[src/rtl/arq_pkg.sv]
// Shared definitions for the stop-and-wait ARQ link: FSM encoding,
// response types and the even-parity helper used on both link ends.
package arq_pkg;

   localparam logic [1:0] ST_IDLE  = 2'd0;
   localparam logic [1:0] ST_CHECK = 2'd1;
   localparam logic [1:0] ST_RESP  = 2'd2;

   localparam logic RSP_ACK  = 1'b0;
   localparam logic RSP_NACK = 1'b1;

   // Even-parity bit for up to 32 payload bits; zero-extension does not change it.
   function automatic logic even_par(input logic [31:0] v);
      return ^v;
   endfunction

endpackage

[src/rtl/arq_rx_buf.sv]
// Synchronous first-word-fall-through FIFO holding accepted payloads
// until the downstream consumer pops them.
module arq_rx_buf
   import arq_pkg::*;
#(
   parameter int DATA_W = 4,
   parameter int DEPTH  = 4
) (
   input  logic              clk,
   input  logic              rst,
   input  logic              wr_en,
   input  logic [DATA_W-1:0] wr_data,
   input  logic              rd_en,
   output logic [DATA_W-1:0] rd_data,
   output logic              empty,
   output logic              full
);

   localparam int AW = $clog2(DEPTH);
   localparam int CW = AW + 1;

   logic [DATA_W-1:0] mem [DEPTH];
   logic [AW-1:0]     wr_ptr;
   logic [AW-1:0]     rd_ptr;
   logic [CW-1:0]     count;
   logic              push;
   logic              pop;

   assign empty   = (count == '0);
   assign full    = (count == CW'(DEPTH));
   assign push    = wr_en && !full;
   assign pop     = rd_en && !empty;
   assign rd_data = mem[rd_ptr];

   // NOTE: storage has no reset; empty/full come from the reset pointers and count.
   always_ff @(posedge clk) begin
      if (push) mem[wr_ptr] <= wr_data;
   end

   // NOTE: sequential state uses non-blocking assignments so every reader sees pre-edge values.
   always_ff @(posedge clk) begin
      if (rst) begin
         wr_ptr <= '0;
         rd_ptr <= '0;
         count  <= '0;
      end else begin
         if (push) wr_ptr <= wr_ptr + 1'b1;
         if (pop)  rd_ptr <= rd_ptr + 1'b1;
         case ({push, pop})
            2'b10:   count <= count + 1'b1;
            2'b01:   count <= count - 1'b1;
            default: count <= count;
         endcase
      end
   end

endmodule

[src/rtl/arq_rx_fsm.sv]
// Stop-and-wait ARQ receiver: checks each frame for parity, sequence and
// buffer space, answers with a one-cycle ACK/NACK and buffers good payloads.
module arq_rx_fsm
   import arq_pkg::*;
#(
   parameter int DATA_W = 4,
   parameter int DEPTH  = 4,
   parameter int CNT_W  = 8
) (
   input  logic              clk,
   input  logic              rst,
   input  logic              frame_valid,
   output logic              frame_ready,
   input  logic [DATA_W-1:0] frame_data,
   input  logic              frame_seq,
   input  logic              frame_par,
   output logic              ack,
   output logic              nack,
   output logic              ack_seq,
   input  logic              out_rd_en,
   output logic [DATA_W-1:0] out_data,
   output logic              out_empty,
   output logic              out_full,
   output logic              exp_seq,
   output logic [CNT_W-1:0]  par_err_cnt,
   output logic [CNT_W-1:0]  dup_cnt,
   output logic [CNT_W-1:0]  ovf_cnt
);

   logic [1:0]        state;
   logic [DATA_W-1:0] data_r;
   logic              seq_r;
   logic              par_r;
   logic              par_ok;
   logic              is_dup;
   logic              wr_en;
   logic              rsp;

   assign frame_ready = (state == ST_IDLE);
   assign par_ok      = (even_par(32'(data_r)) == par_r);
   assign is_dup      = (seq_r != exp_seq);

   // NOTE: every always_comb output gets a default first so no latch is inferred.
   always_comb begin
      wr_en = 1'b0;
      rsp   = RSP_ACK;
      if (state == ST_CHECK) begin
         if (!par_ok)       rsp   = RSP_NACK;
         else if (is_dup)   rsp   = RSP_ACK;
         else if (out_full) rsp   = RSP_NACK;
         else               wr_en = 1'b1;
      end
   end

   always_ff @(posedge clk) begin
      if (rst) begin
         state       <= ST_IDLE;
         data_r      <= '0;
         seq_r       <= 1'b0;
         par_r       <= 1'b0;
         ack         <= 1'b0;
         nack        <= 1'b0;
         ack_seq     <= 1'b0;
         exp_seq     <= 1'b0;
         par_err_cnt <= '0;
         dup_cnt     <= '0;
         ovf_cnt     <= '0;
      end else begin
         ack  <= 1'b0;
         nack <= 1'b0;
         case (state)
            ST_IDLE: begin
               if (frame_valid) begin
                  data_r <= frame_data;
                  seq_r  <= frame_seq;
                  par_r  <= frame_par;
                  state  <= ST_CHECK;
               end
            end
            ST_CHECK: begin
               ack     <= (rsp == RSP_ACK);
               nack    <= (rsp == RSP_NACK);
               ack_seq <= seq_r;
               // Counters hold at all-ones instead of wrapping.
               if (!par_ok) begin
                  if (par_err_cnt != '1) par_err_cnt <= par_err_cnt + 1'b1;
               end else if (is_dup) begin
                  if (dup_cnt != '1) dup_cnt <= dup_cnt + 1'b1;
               end else if (out_full) begin
                  if (ovf_cnt != '1) ovf_cnt <= ovf_cnt + 1'b1;
               end
               if (wr_en) exp_seq <= ~exp_seq;
               state <= ST_RESP;
            end
            default: state <= ST_IDLE;
         endcase
      end
   end

   arq_rx_buf #(
      .DATA_W (DATA_W),
      .DEPTH  (DEPTH)
   ) u_buf (
      .clk     (clk),
      .rst     (rst),
      .wr_en   (wr_en),
      .wr_data (data_r),
      .rd_en   (out_rd_en),
      .rd_data (out_data),
      .empty   (out_empty),
      .full    (out_full)
   );

endmodule

[config.mk]
export PLATFORM = sky130hd
export DESIGN_NAME = arq_rx_fsm
export DESIGN_NICKNAME = d
export VERILOG_FILES = /design/src/rtl/arq_pkg.sv /design/src/rtl/arq_rx_buf.sv /design/src/rtl/arq_rx_fsm.sv
export SDC_FILE = /design/constraint.sdc
export NUM_CORES = 1
export LEC_CHECK = 0
export ABC_CLOCK_PERIOD_IN_PS = 6050
export BUFFER_PORTS_ARGS = -buffer_cell sky130_fd_sc_hd__buf_2
export CAP_MARGIN = 20
export CORE_MARGIN = 10
export CORE_UTILIZATION = 29
export DETAILED_ROUTE_END_ITERATION = 6
export MAX_ROUTING_LAYER = met4
export REMOVE_ABC_BUFFERS = 1
export SLEW_MARGIN = 20
export SYNTH_ARGS = -nofsm -noshare
export SYNTH_HDL_FRONTEND = slang
export SYNTH_SLANG_ARGS = --single-unit
[constraint.sdc]
create_clock -name clk -period 6.05 [get_ports clk]
set_input_delay 0.605 -clock clk [delete_from_list [all_inputs] [get_ports clk]]
set_output_delay 0.605 -clock clk [all_outputs]
set_load 0.005 [all_outputs]
==> summary.txt <==
Synthesis
  • Average size of a mapped cell: 10.4 um2
  • Warnings from Yosys: 0
  • Main combinational cell family by area after synthesis: simple AND/OR/NAND/NOR gates
  • Xor/xnor share of the synthesized area: 3.80%
  • Cell count after synthesis: 278
  • Post-Synth Adder-Cell Area: 4.15%
  • Multiplexer share of the synthesized area: 11.3%
  • Post-Synth Simple-Gate Area: 23.0%
  • Synth Area in Compound Gates: 7.04%
  • Register bit count reported by yosys: 61
  • Library cells used by synthesis: 44
  • Sequential area share after synthesis: 47.7%
  • Synthesized area: 2900 um2

Routing
  • First-pass DRT Iterations: 4
  • Met2 Routed Length: 2.95 mm
  • # DRC: 0
  • Number of DRC markers in iteration 0: 161
  • WL final: 6.24 mm
  • Vias post-DR: 2167
  • Mean routed wirelength per cell: 13.6 um
  • Met1 Wirelength: 2.93 mm
  • Vias per Instance: 4.72
  • Top sig layer: met4
  • Met3 WL post-DR: 323 um
  • Post-detailed-route count of antenna-violating nets: 0

Power and ir drop
  • P per Cell Area: 303 nW/um2
  • Final total power: 0.00105 W
  • Comb pwr share: 14.8%
  • Switching Fraction: 26.1%
  • Sequential share of power: 44.0%
  • Switch Pwr: 0.000275 W
  • Clock share of power: 41.2%
  • Internal power: 0.000777 W
  • Lkg Pwr: 1.30 nW
  • Maximum vdd drop: 0.129 mV

Hold path
  • Worst Hold Class: register to register
  • Hold Path Origin: ack_seq$_SDFFE_PP0N_

Final layout
  • Finished Layout Cells: 459
  • Fin nets: 340
  • Share of cells above drive strength 1: 24.2%
  • Area occupied by multi-input gates: 1430 um2
  • Register area: 1380 um2
  • Post-layout util: 35.5%
  • Area Overhead vs Synth: 19.7%
  • Number of diodes: 0
  • Fillers: 1005

GRT
  • Via count of the first global-routing pass: 2137
  • First-pass GRT wire length: 10.5 mm
  • All-Layer GR Usage: 9.29%
  • Initial antenna violation count: 0
  • Largest net degree at the start of global routing: 60
  • GRT overflow: 0

Placed design
  • I/O Buffers: 44
  • Detail Placement HPWL: 4.48 mm
  • Placer Congestion: 0.768
  • Placed instance count: 443
  • Pre-CTS WS: 3.14 ns

Clocking
  • CTS root buffer: clkbuf_8
  • Post_cts resized: 0
  • CTS tree: built
  • Clock slew at reported path FFs: 0.07 ns
  • CTS sink cnt: 61
  • Skew-Pair Late Insertion Delay: 0.33 ns
  • Maximum clock insertion buffer count: 2
  • Post-CTS setup buffer count: 0
  • H-tree Lvls: 3
  • Cts bufs inserted: 9
  • Hold-fix buffers, CTS: 0

Die
  • Die area: 14400 um2
  • Area of the core: 9770 um2
  • Initial Utilization: 29.6%
  • Boundary Pins: 45
  • Die Ht: 120 um
  • Die X: 120 um
  • Row count: 36

Worst setup path
  • Required time worst endpoint: 6.31 ns
  • Critical path class: register to register
  • RR Startpoint: data_r[3]$_SDFFE_PP0P_
  • CP max FO: 26
  • Data arrival, critical path: 3.16 ns
  • CP startpoint: data_r[3]$_SDFFE_PP0P_
  • Startpoint Class: register
  • Crit end category: register

Timing
  • Max-slew violations: 0
  • Final setup viols: 0
  • Slack of the critical path: 3.15 ns
  • Final worst path period share: 48.0%
  • Post-Route Skew: 0.00713 ns
  • RSZ-0062 raised after global routing: false
  • Hold Fails Final Rpt: 0
  • Setup TNS: 0 ns
  • Min cycle time layout: 2.90 ns
  • Fmax: 0.344 GHz
  • Relative slew slack: 30.8%
  • Slew @ Worst Pin: 1.03 ns

Job
  • Max-Cap Viols: 0

Outcome
  • Outcome: finished, final reports clean
[synth_stat cells]
library cell	n	share of area, %
dfxtp_1	45	31
nor2_1	34	4.4
nor2b_1	17	3.7
edfxtp_1	16	17
a21oi_1	12	2.1
mux2_2	11	4.3
nand3_1	11	1.9
nor4_1	9	1.9
o31ai_1	9	2.3
ha_1	8	3.5
mux2i_1	8	2.8
and2_1	7	1.5
clkbuf_1	7	0.91
inv_1	7	0.91
nand2_1	7	0.91
nor3_1	7	1.2
nand2b_1	6	1.3
nand4_1	6	1.3
or4_1	6	1.6
mux4_2	4	3.1
nor4b_1	4	1.2
xnor2_1	4	1.2
xor2_1	4	1.2
buf_1	3	0.39
mux2_1	3	1.2
a311oi_1	2	0.60
a41oi_1	2	0.60
and3_1	2	0.43
nand4b_1	2	0.60
buf_2	1	0.17
buf_4	1	0.26
buf_6	1	0.39
fa_1	1	0.69
nor3b_2	1	0.43
nor4_2	1	0.43
o211ai_1	1	0.26
o21a_1	1	0.26
o21ai_0	1	0.17
o21ai_1	1	0.17
o21bai_1	1	0.26
o31a_1	1	0.30
or3_1	1	0.22
xnor3_2	1	0.82
xor2_2	1	0.56
[layout by cell type, fill, tap and decap left out, types with 7 or more instances in the layout]
cell      count
dfxtp_1      45
buf_2        44
nor2_1       34
nor2b_1      17
edfxtp_1     16
a21oi_1      12
nand3_1      11
mux2_2       11
o31ai_1       9
nor4_1        9
clkbuf_8      9
mux2i_1       8
ha_1          8
inv_1         7
nor3_1        7
and2_1        7
nand2_1       7
[layout make-up]
type	count	share of cell area, %
tap	133	4.80
clock buffer	9	3.57
inverter	7	0.758
timing repair buffer	45	6.57
clock inverter	7	3.28
sequential	61	39.8
multi-input combinational	197	41.2
[worst max-delay path: stages, from the launching register on]
cell and delay, ns:
dfxtp_1 0.44, xnor3_2 0.42, xor2_2 0.16, buf_4 0.28
nor3_1 0.13, inv_1 0.10, ha_1 0.18, inv_1 0.07
fa_1 0.43, xor2_1 0.15, or3_1 0.31, a21oi_1 0.14
[flip-flops by register name, summed over array words and instances, names as in the netlist, named ones only]
signal,flops
u_buf.rd_ptr,2
state,2
u_buf.wr_ptr,2
ack_seq,1
ovf_cnt,8
par_err_cnt,8
par_r,1
ack,1
exp_seq,1
nack,1
u_buf.count,3
dup_cnt,8
seq_r,1
data_r,4
u_buf.mem,16
[final timing paths]
check,endpoint,cells past startpoint,slack (ns)
min reg2reg,ack_seq$_SDFFE_PP0N_,2,0.48
min,ack_seq$_SDFFE_PP0N_,2,0.48
max,u_buf.count[2]$_SDFFE_PP0P_,11,3.15
max reg2reg,u_buf.count[2]$_SDFFE_PP0P_,11,3.15
[routing by layer]
| metal | track usage (%) | vias up |
|---|---|---|
| met5 | - | - |
| met4 | 2.71 | 0 |
| met3 | 3.52 | 2 |
| met1 | 11.1 | 1022 |
| li1 | - | 1099 |
| met2 | 14.3 | 44 |
[through the flow]
step	area, um2	hold slack [ns]
4_1_cts	3470	0.490
6_report	3470	0.480
3_5_place_dp	3230	0.481
2_1_floorplan	2840	0.447
5_1_grt	3470	0.505
3_3_place_gp	3230	0.474
[kinds of logic after synthesis]
| group | Yosys count |
|---|---|
| AND/OR/NAND/NOR | 121 |
| flip-flops | 61 |
| AO/OA/AOI/OAI | 31 |
| multiplexers | 26 |
| buffers and inverters | 20 |
| XOR/XNOR | 10 |
| adder cells (fa/ha/maj) | 9 |
[power groups by stage]
stage / Sequential, W / Clock (W) / Combinational, W
2_1_floorplan: 0.000467 / 0 / 0.000107
3_3_place_gp: 0.000471 / 0 / 0.000153
3_5_place_dp: 0.000473 / 0 / 0.000158
4_1_cts: 0.000464 / 0.000446 / 0.000158
5_1_grt: 0.000468 / 0.000462 / 0.000178
6_report: 0.000463 / 0.000433 / 0.000155
(Power assumes the default switching activity.)
